**src/rtl/regfile_1h_if.sv**
```systemverilog
// Bus bundle for regfile_1h: one-hot write port, two read ports and the status outputs.
// The master drives writes and read addresses; the slave is the register file.
interface regfile_1h_if #(
    parameter int DATA_W = 32
);
    logic              we;
    logic [31:0]       wsel;
    logic [DATA_W-1:0] wdata;
    logic [4:0]        raddr1;
    logic [4:0]        raddr2;
    logic [DATA_W-1:0] rdata1;
    logic [DATA_W-1:0] rdata2;
    logic              sel_err;
    logic [15:0]       wcount;

    modport master (
        output we, wsel, wdata, raddr1, raddr2,
        input  rdata1, rdata2, sel_err, wcount
    );

    modport slave (
        input  we, wsel, wdata, raddr1, raddr2,
        output rdata1, rdata2, sel_err, wcount
    );
endinterface

```
**src/rtl/regfile_1h.sv**
```systemverilog
// 32 x DATA_W register file with a one-hot write select, two combinational read ports,
// optional write-to-read forwarding, a sticky bad-select flag and a committed-write counter.
module regfile_1h #(
    parameter int DATA_W = 32,
    parameter int BYPASS = 1
) (
    input  logic         clk,
    input  logic         rst,
    regfile_1h_if.slave  rf
);

    logic [DATA_W-1:0] regs_q [32];
    logic              sel_err_q, sel_err_d;
    logic [15:0]       wcount_q, wcount_d;
    logic              wr_commit;
    logic              wr_reject;
    logic              byp1, byp2;

    // Exactly one bit set: non-zero and clearing the lowest set bit leaves nothing.
    function automatic logic is_onehot(input logic [31:0] v);
        return (v != 32'd0) && ((v & (v - 32'd1)) == 32'd0);
    endfunction

    assign wr_commit = rf.we && is_onehot(rf.wsel);
    assign wr_reject = rf.we && !is_onehot(rf.wsel);

    always_comb begin
        sel_err_d = sel_err_q | wr_reject;
        wcount_d  = wr_commit ? wcount_q + 16'd1 : wcount_q;
    end

    // r0 is never loaded, so its flop holds the reset value of zero.
    always_ff @(posedge clk or posedge rst) begin
        if (rst) begin
            for (int i = 0; i < 32; i++) regs_q[i] <= '0;
            sel_err_q <= 1'b0;
            wcount_q  <= 16'd0;
        end else begin
            for (int i = 1; i < 32; i++) begin
                if (wr_commit && rf.wsel[i]) regs_q[i] <= rf.wdata;
            end
            sel_err_q <= sel_err_d;
            wcount_q  <= wcount_d;
        end
    end

    assign byp1 = (BYPASS != 0) && wr_commit && rf.wsel[rf.raddr1];
    assign byp2 = (BYPASS != 0) && wr_commit && rf.wsel[rf.raddr2];

    // Reset and address 0 override both the array and the forwarding path.
    always_comb begin
        rf.rdata1 = regs_q[rf.raddr1];
        if (byp1) rf.rdata1 = rf.wdata;
        if (rst || rf.raddr1 == 5'd0) rf.rdata1 = '0;
        rf.rdata2 = regs_q[rf.raddr2];
        if (byp2) rf.rdata2 = rf.wdata;
        if (rst || rf.raddr2 == 5'd0) rf.rdata2 = '0;
    end

    assign rf.sel_err = sel_err_q;
    assign rf.wcount  = wcount_q;

endmodule

```
**src/flat_wrapper.sv**
```systemverilog
// flat-port wrapper written by rule: the top's interface ports become plain ports
module regfile_1h_flat 
#(
    parameter int DATA_W = 32,
    parameter int BYPASS = 1
)
  (clk, rst, rf_we, rf_wsel, rf_wdata, rf_raddr1, rf_raddr2, rf_rdata1, rf_rdata2, rf_sel_err, rf_wcount);
  regfile_1h_if #(.DATA_W(DATA_W)) rf_i ();
  input  logic clk;
  input  logic rst;
  input wire logic [$bits(rf_i.we)-1:0] rf_we;
  input wire logic [$bits(rf_i.wsel)-1:0] rf_wsel;
  input wire logic [$bits(rf_i.wdata)-1:0] rf_wdata;
  input wire logic [$bits(rf_i.raddr1)-1:0] rf_raddr1;
  input wire logic [$bits(rf_i.raddr2)-1:0] rf_raddr2;
  output wire logic [$bits(rf_i.rdata1)-1:0] rf_rdata1;
  output wire logic [$bits(rf_i.rdata2)-1:0] rf_rdata2;
  output wire logic [$bits(rf_i.sel_err)-1:0] rf_sel_err;
  output wire logic [$bits(rf_i.wcount)-1:0] rf_wcount;
  assign rf_i.we = rf_we;
  assign rf_i.wsel = rf_wsel;
  assign rf_i.wdata = rf_wdata;
  assign rf_i.raddr1 = rf_raddr1;
  assign rf_i.raddr2 = rf_raddr2;
  assign rf_rdata1 = rf_i.rdata1;
  assign rf_rdata2 = rf_i.rdata2;
  assign rf_sel_err = rf_i.sel_err;
  assign rf_wcount = rf_i.wcount;
  regfile_1h #(.DATA_W(DATA_W), .BYPASS(BYPASS)) u_core (.clk(clk), .rst(rst), .rf(rf_i));
endmodule
```
**config.mk**
```make
export PLATFORM = sky130hd
export DESIGN_NAME = regfile_1h_flat
export DESIGN_NICKNAME = d
export VERILOG_FILES = /design/src/rtl/regfile_1h_if.sv /design/src/rtl/regfile_1h.sv /design/src/flat_wrapper.sv
export SDC_FILE = /design/constraint.sdc
export NUM_CORES = 2
export LEC_CHECK = 0
export CAP_MARGIN = 10
export CELL_PAD_IN_SITES_DETAIL_PLACEMENT = 1
export CELL_PAD_IN_SITES_GLOBAL_PLACEMENT = 1
export CORE_MARGIN = 2
export CORE_UTILIZATION = 42
export CTS_BUF_LIST = sky130_fd_sc_hd__clkbuf_2 sky130_fd_sc_hd__clkbuf_4 sky130_fd_sc_hd__clkbuf_8
export DETAILED_ROUTE_END_ITERATION = 7
export PLACE_DENSITY_LB_ADDON = 0.08
export SLEW_MARGIN = 20
export SYNTH_ARGS = -nofsm -noshare
export SYNTH_HDL_FRONTEND = slang
export SYNTH_SLANG_ARGS = --single-unit
```
**constraint.sdc**
```tcl
create_clock -name clk -period 49.3 [get_ports clk]
set_input_delay 9.86 -clock clk [delete_from_list [all_inputs] [get_ports clk]]
set_output_delay 9.86 -clock clk [all_outputs]
set_load 0.03 [all_outputs]
```
Yosys cells after proc, flatten, opt, wreduce, memory -nomap -nowiden:

Index checks and enable logic that the tools add are counted.

* latch bits: 0
* RAM bits: 0
* logic and storage cells: 100
* input port bits: 77
* flip-flop bits (word level): 1009
* memories: 0
* ROM bits: 0

* muxes and demuxes: 14
* bitwise logic cells: 4
* order comparisons: 4
* add/sub/neg operators: 2
* shifts and indexed selects: 0
* reductions and logical operators: 43
* multiply operators: 0
* equal/unequal tests: 0
* divide/modulo/power cells: 0

Operators by type and width (count)
* 32-bit binary-select mux with 5-bit select: 2
* 32-bit 2-to-1 mux: 8
* 1-bit logical AND: 36
* 32-bit AND: 1
* 32-bit logical NOT: 1
* 32-bit nonzero test: 1
* 32-bit by 1-bit subtractor with 32-bit output (second input constant): 1
* 16-bit by 1-bit adder with 16-bit output (second input constant): 1
* 6-bit >= comparator (second input constant): 2
* 5-bit by 6-bit less-than comparator with 1-bit output (second input constant): 2
* 5-bit inverter with 6-bit output: 2
* 1-bit binary-select mux with 5-bit select: 2
* 5-bit logical NOT: 2
* 1-bit logical OR: 2
* 1-bit 2-to-1 mux: 2
* 1-bit logical NOT: 1
* 1-bit OR: 1

Longest topological paths before layout:

* depth after elaboration: 8
* mapped depth: 12

Worst setup path before layout:

Ideal clock, no wire load.

* path type: input to output
* start: input port rst
* end: output port rf_rdata1[0]
* cell stages on the path: 3
* data arrival time: 35225 ps
* required time: 39440 ps
* path buffers: 0
* slack: 4215 ps
* path through: inv_1 > o21ai_1 > a21oi_1

* longest elaborated chain between the ends: 2

Ends and longest elaborated chain
* start: declaration: line flat_wrapper.sv:10 `input logic rst;`
* 1-bit logical OR: line regfile_1h.sv:54 `if (rst || rf.raddr1 == 5'd0) rf.rdata1 = '0;`
* 32-bit 2-to-1 mux: line regfile_1h.sv:54
* end: declaration: line flat_wrapper.sv:16 `output wire logic [$bits(rf_i.rdata1)-1:0] rf_rdata1;`

Every way passes these cells.

Worst setup path after layout:

* start: input port rf_wsel[3]
* end: output port rf_rdata2[22]

* longest elaborated chain between the ends: 8
* elaborated cells between the ends (all ways): 11

Ends and longest elaborated chain
* start: declaration: line flat_wrapper.sv:12 `input wire logic [$bits(rf_i.wsel)-1:0] rf_wsel;`
* 32-bit by 1-bit subtractor with 32-bit output: line regfile_1h.sv:21 `return (v != 32'd0) && ((v & (v - 32'd1)) == 32'd0);`
* 32-bit AND: line regfile_1h.sv:21
* 32-bit logical NOT: line regfile_1h.sv:21
* 1-bit logical AND: line regfile_1h.sv:21
* 1-bit logical AND: line regfile_1h.sv:24 `assign wr_commit = rf.we && is_onehot(rf.wsel);`
* 1-bit logical AND (*): line regfile_1h.sv:48 `assign byp2 = (BYPASS != 0) && wr_commit && rf.wsel[rf.raddr2];`
* 32-bit 2-to-1 mux (*): line regfile_1h.sv:56 `if (byp2) rf.rdata2 = rf.wdata;`
* 32-bit 2-to-1 mux (*): line regfile_1h.sv:57 `if (rst || rf.raddr2 == 5'd0) rf.rdata2 = '0;`
* end: declaration: line flat_wrapper.sv:17 `output wire logic [$bits(rf_i.rdata2)-1:0] rf_rdata2;`

Every way passes the cells marked *; elsewhere a longest branch is shown, timed or not. The select of a mux whose other input is x is not followed.

==> flow_summary_export.csv <==
group,metric,value,unit
die,dieArea,135000,um^2
critical_path,crit_required,39.44,ns
synthesis,synthXorXnorAreaFrac,0.00237,
hold_path,hp-start,"u_core.rf.wcount[10]$_DFFE_PP0N_",
final_layout,postLayoutCellArea,62100,um^2
sta,maxSlewViolCount,0,
sta,fmaxAchievable,39.8,MHz
final_layout,nFillCells,12477,
clock_network,clk_pin_slew,0.05,ns
final_layout,drive_gt1_frac,0.545,
power,powerDensity,28.6,nW/um^2
global_route,grt_max_degree,99,
critical_path,reg2reg_to,"u_core.rf.wcount[14]$_DFFE_PP0N_",
clock_network,htreeDepth,4,
synthesis,synth_nets,3695,
critical_path,regToRegStartpoint,"u_core.rf.wcount[0]$_DFFE_PP0N_",
synthesis,syn_area,55400,um^2
clock_network,cts_buffers,182,
synthesis,synthAdderAreaFrac,0.000406,
synthesis,synth_enable_flop_cells,0,
clock_network,cts.root.buffer_cell,"clkbuf_8",
die,design.portCount,158,
synthesis,seq_area_frac_synth,0.455,
global_route,antenna_found_initial,18,
synthesis,synth-main-ff-cell,"dfrtp_1",
hold_path,hold_end,"u_core.rf.wcount[10]$_DFFE_PP0N_",
critical_path,end_kind,"primary output",
sta,rsz0062_at_grt,"no",
detailed_routing,vias_per_cell,6.50,
sta,worstMarginPinSlew,1.11,ns
sta,fin_skew,0.00973,ns
critical_path,ff2ff_path_depth,5,
detailed_routing,drt_iter0_drc,3173,
critical_path,arrival,15.25,ns
synthesis,synth.area.mux_share,0.463,
sta,finalHoldViolations,0,
synthesis,ys_warn_count,32,
synthesis,syn_inst,3617,
critical_path,crit_type,"input pin to primary output",
final_layout,final_common_cell,"dfrtp_1",
sta,holdWs,0.483,ns
synthesis,synth_top_family_by_area,"multiplexers",
detailed_routing,num_vias,35975,
clock_network,clk_latency,0.89,ns
die,die_y,367,um
detailed_routing,antenna_left,0,
final_layout,postLayoutCoreUtil,0.473,
clock_network,cts_resized,0,
critical_path,reg2reg_slack,47.25,ns
global_route,grt_pass1_vias,39476,
clock_network,cts.sinks,1009,
sta,finalSetupViolations,0,
sta,min_period,25.11,ns
detailed_routing,first_pass_iters,5,
place,port_buffers,157,
final_layout,seq_area,25200,um^2
hold_path,hp-class,"flop to flop",
place,dp_hpwl,108000,um
place,postPlaceCellArea,58500,um^2
final_layout,layout.nets,3726,
flow_run,maxCapViolations,0,
die,initial_utilization,0.422,
final_layout,multi_input_area,28800,um^2
global_route,gr-usage-all-layers,0.294,
clock_network,tritoncts,"built",
die,core_area,131000,um^2
synthesis,avgSynthCellArea,15.3,um^2
die,rows,133,
critical_path,cp_max_fo,32,
global_route,grt_overflow,0,
detailed_routing,drc,0,
power,vdd_ir_drop_max,0.0296,mV
sta,fin_crit_sh,0.509,
global_route,grt_pass1_wl,286000,um
sta,timing.setup.tns,0,ns
synthesis,synthArstFlopShare,1.00,
detailed_routing,drt_wl_total,196000,um
synthesis,ys_types,47,
synthesis,synth_compound_area_frac,0.0242,
critical_path,start_kind,"input pin",
synthesis,yosys.area_share.simple,0.0270,
sta,relSlewSlack,0.257,
die,fp.dieW,367,um
final_layout,final_cell_mix,"dfrtp_1 (1009), mux2_2 (986), mux4_2 (594)",
power,total_power,1.78,mW
clock_network,cts_setup_buffers,0,
clock_network,cts-hold-fix-buffers,0,
hold_path,holdPathStages,1,
final_layout,area_growth,12.0,%
detailed_routing,wl_per_cell,35.5,um
place,gp_congestion,0.827,
status,status,"completed",
synthesis,synth-seq-cells,1009,
power,power.leakage,28.6,nW
clock_network,clockBufferDepth,3,
## Yosys cell counts, types with 10 or more instances
| master | count | area (um^2) |
|---|---|---|
| nand2_1 | 170 | 638 |
| mux4_2 | 594 | 13400 |
| nor4_1 | 10 | 62.6 |
| nor2_1 | 14 | 52.6 |
| nand4_1 | 37 | 231 |
| o211ai_1 | 33 | 248 |
| a21oi_1 | 37 | 185 |
| o21ai_0 | 39 | 195 |
| mux2_1 | 73 | 822 |
| mux2i_1 | 34 | 340 |
| dfrtp_1 | 1009 | 25200 |
| buf_1 | 114 | 428 |
| nor3_1 | 10 | 50.1 |
| clkbuf_1 | 238 | 893 |
| buf_2 | 42 | 210 |
| nand2b_1 | 34 | 213 |
| mux2_2 | 986 | 11100 |
| a22o_1 | 63 | 552 |
## worst max-delay path by stage
stage	start	endpoint	slack, ns	cells past startpoint
floorplan	rst	rf_rdata1[0]	4.21	3
global placement	rf_raddr2[0]	rf_rdata2[26]	24.15	9
detailed placement	rf_raddr2[0]	rf_rdata2[26]	24.17	10
CTS	rf_raddr2[0]	rf_rdata2[26]	24.17	10
global route	rf_wsel[1]	rf_rdata2[22]	23.89	10
finish	rf_wsel[3]	rf_rdata2[22]	24.19	10
## flip-flops by register name (all words and copies together), names as in the netlist
register,flops
u_core.regs_q,992
u_core.rf.sel_err,1
u_core.rf.wcount,16
## per-stage QoR
| step | worst slack [ns] | std cells |
|---|---|---|
| final | 24.19 | 5536 |
| after global routing | 23.89 | 5530 |
| after CTS | 24.17 | 5528 |
| after detailed placement | 24.17 | 5219 |
| after global placement | 24.15 | 5219 |
| after floorplan | 4.21 | 3617 |
## per-layer routing
metal,up-vias,share of wire,global-route usage
li1,14173,-,-
met1,20060,0.42,0.397
met2,1327,0.47,0.468
met3,399,0.072,0.0699
met4,16,0.031,0.0956
met5,-,0.00052,0
## report_power, final
group	internal [mW]	leakage [nW]	total (mW)	switching, mW
Sequential	0.829	14.1	0.829	0.00000000273
Combinational	0.0336	12.5	0.124	0.0907
Clock	0.457	1.99	0.825	0.368
## cell type report
cell class              count  area share
clock inverters            30     0.00427
diodes                      8    0.000322
inverters                   5    0.000423
multi-input cells        2208       0.463
clock buffers             279      0.0559
repair buffers            242      0.0340
well taps                1755      0.0354
flip-flops and latches   1009       0.407
## critical path, stage by stage
cell,delay (ns)
clkdlybuf4s50_1,0.55
nor4_1,0.69
nand3_1,0.53
a2111oi_0,0.53
nor2_1,0.08
or4_1,0.65
nor4_4,0.31
o211a_4,0.84
mux2i_1,0.38
clkdlybuf4s50_1,0.73
## logic make-up after synthesis
kind of cell | Yosys count
and+or+nand+nor | 312
adders and majority gates | 2
xor gates and xnor gates | 15
buffers and inverters | 400
DFF | 1009
muxes | 1687
AOI/OAI and AO/OA | 192
No activity file was read; power rests on OpenSTA's default activity.
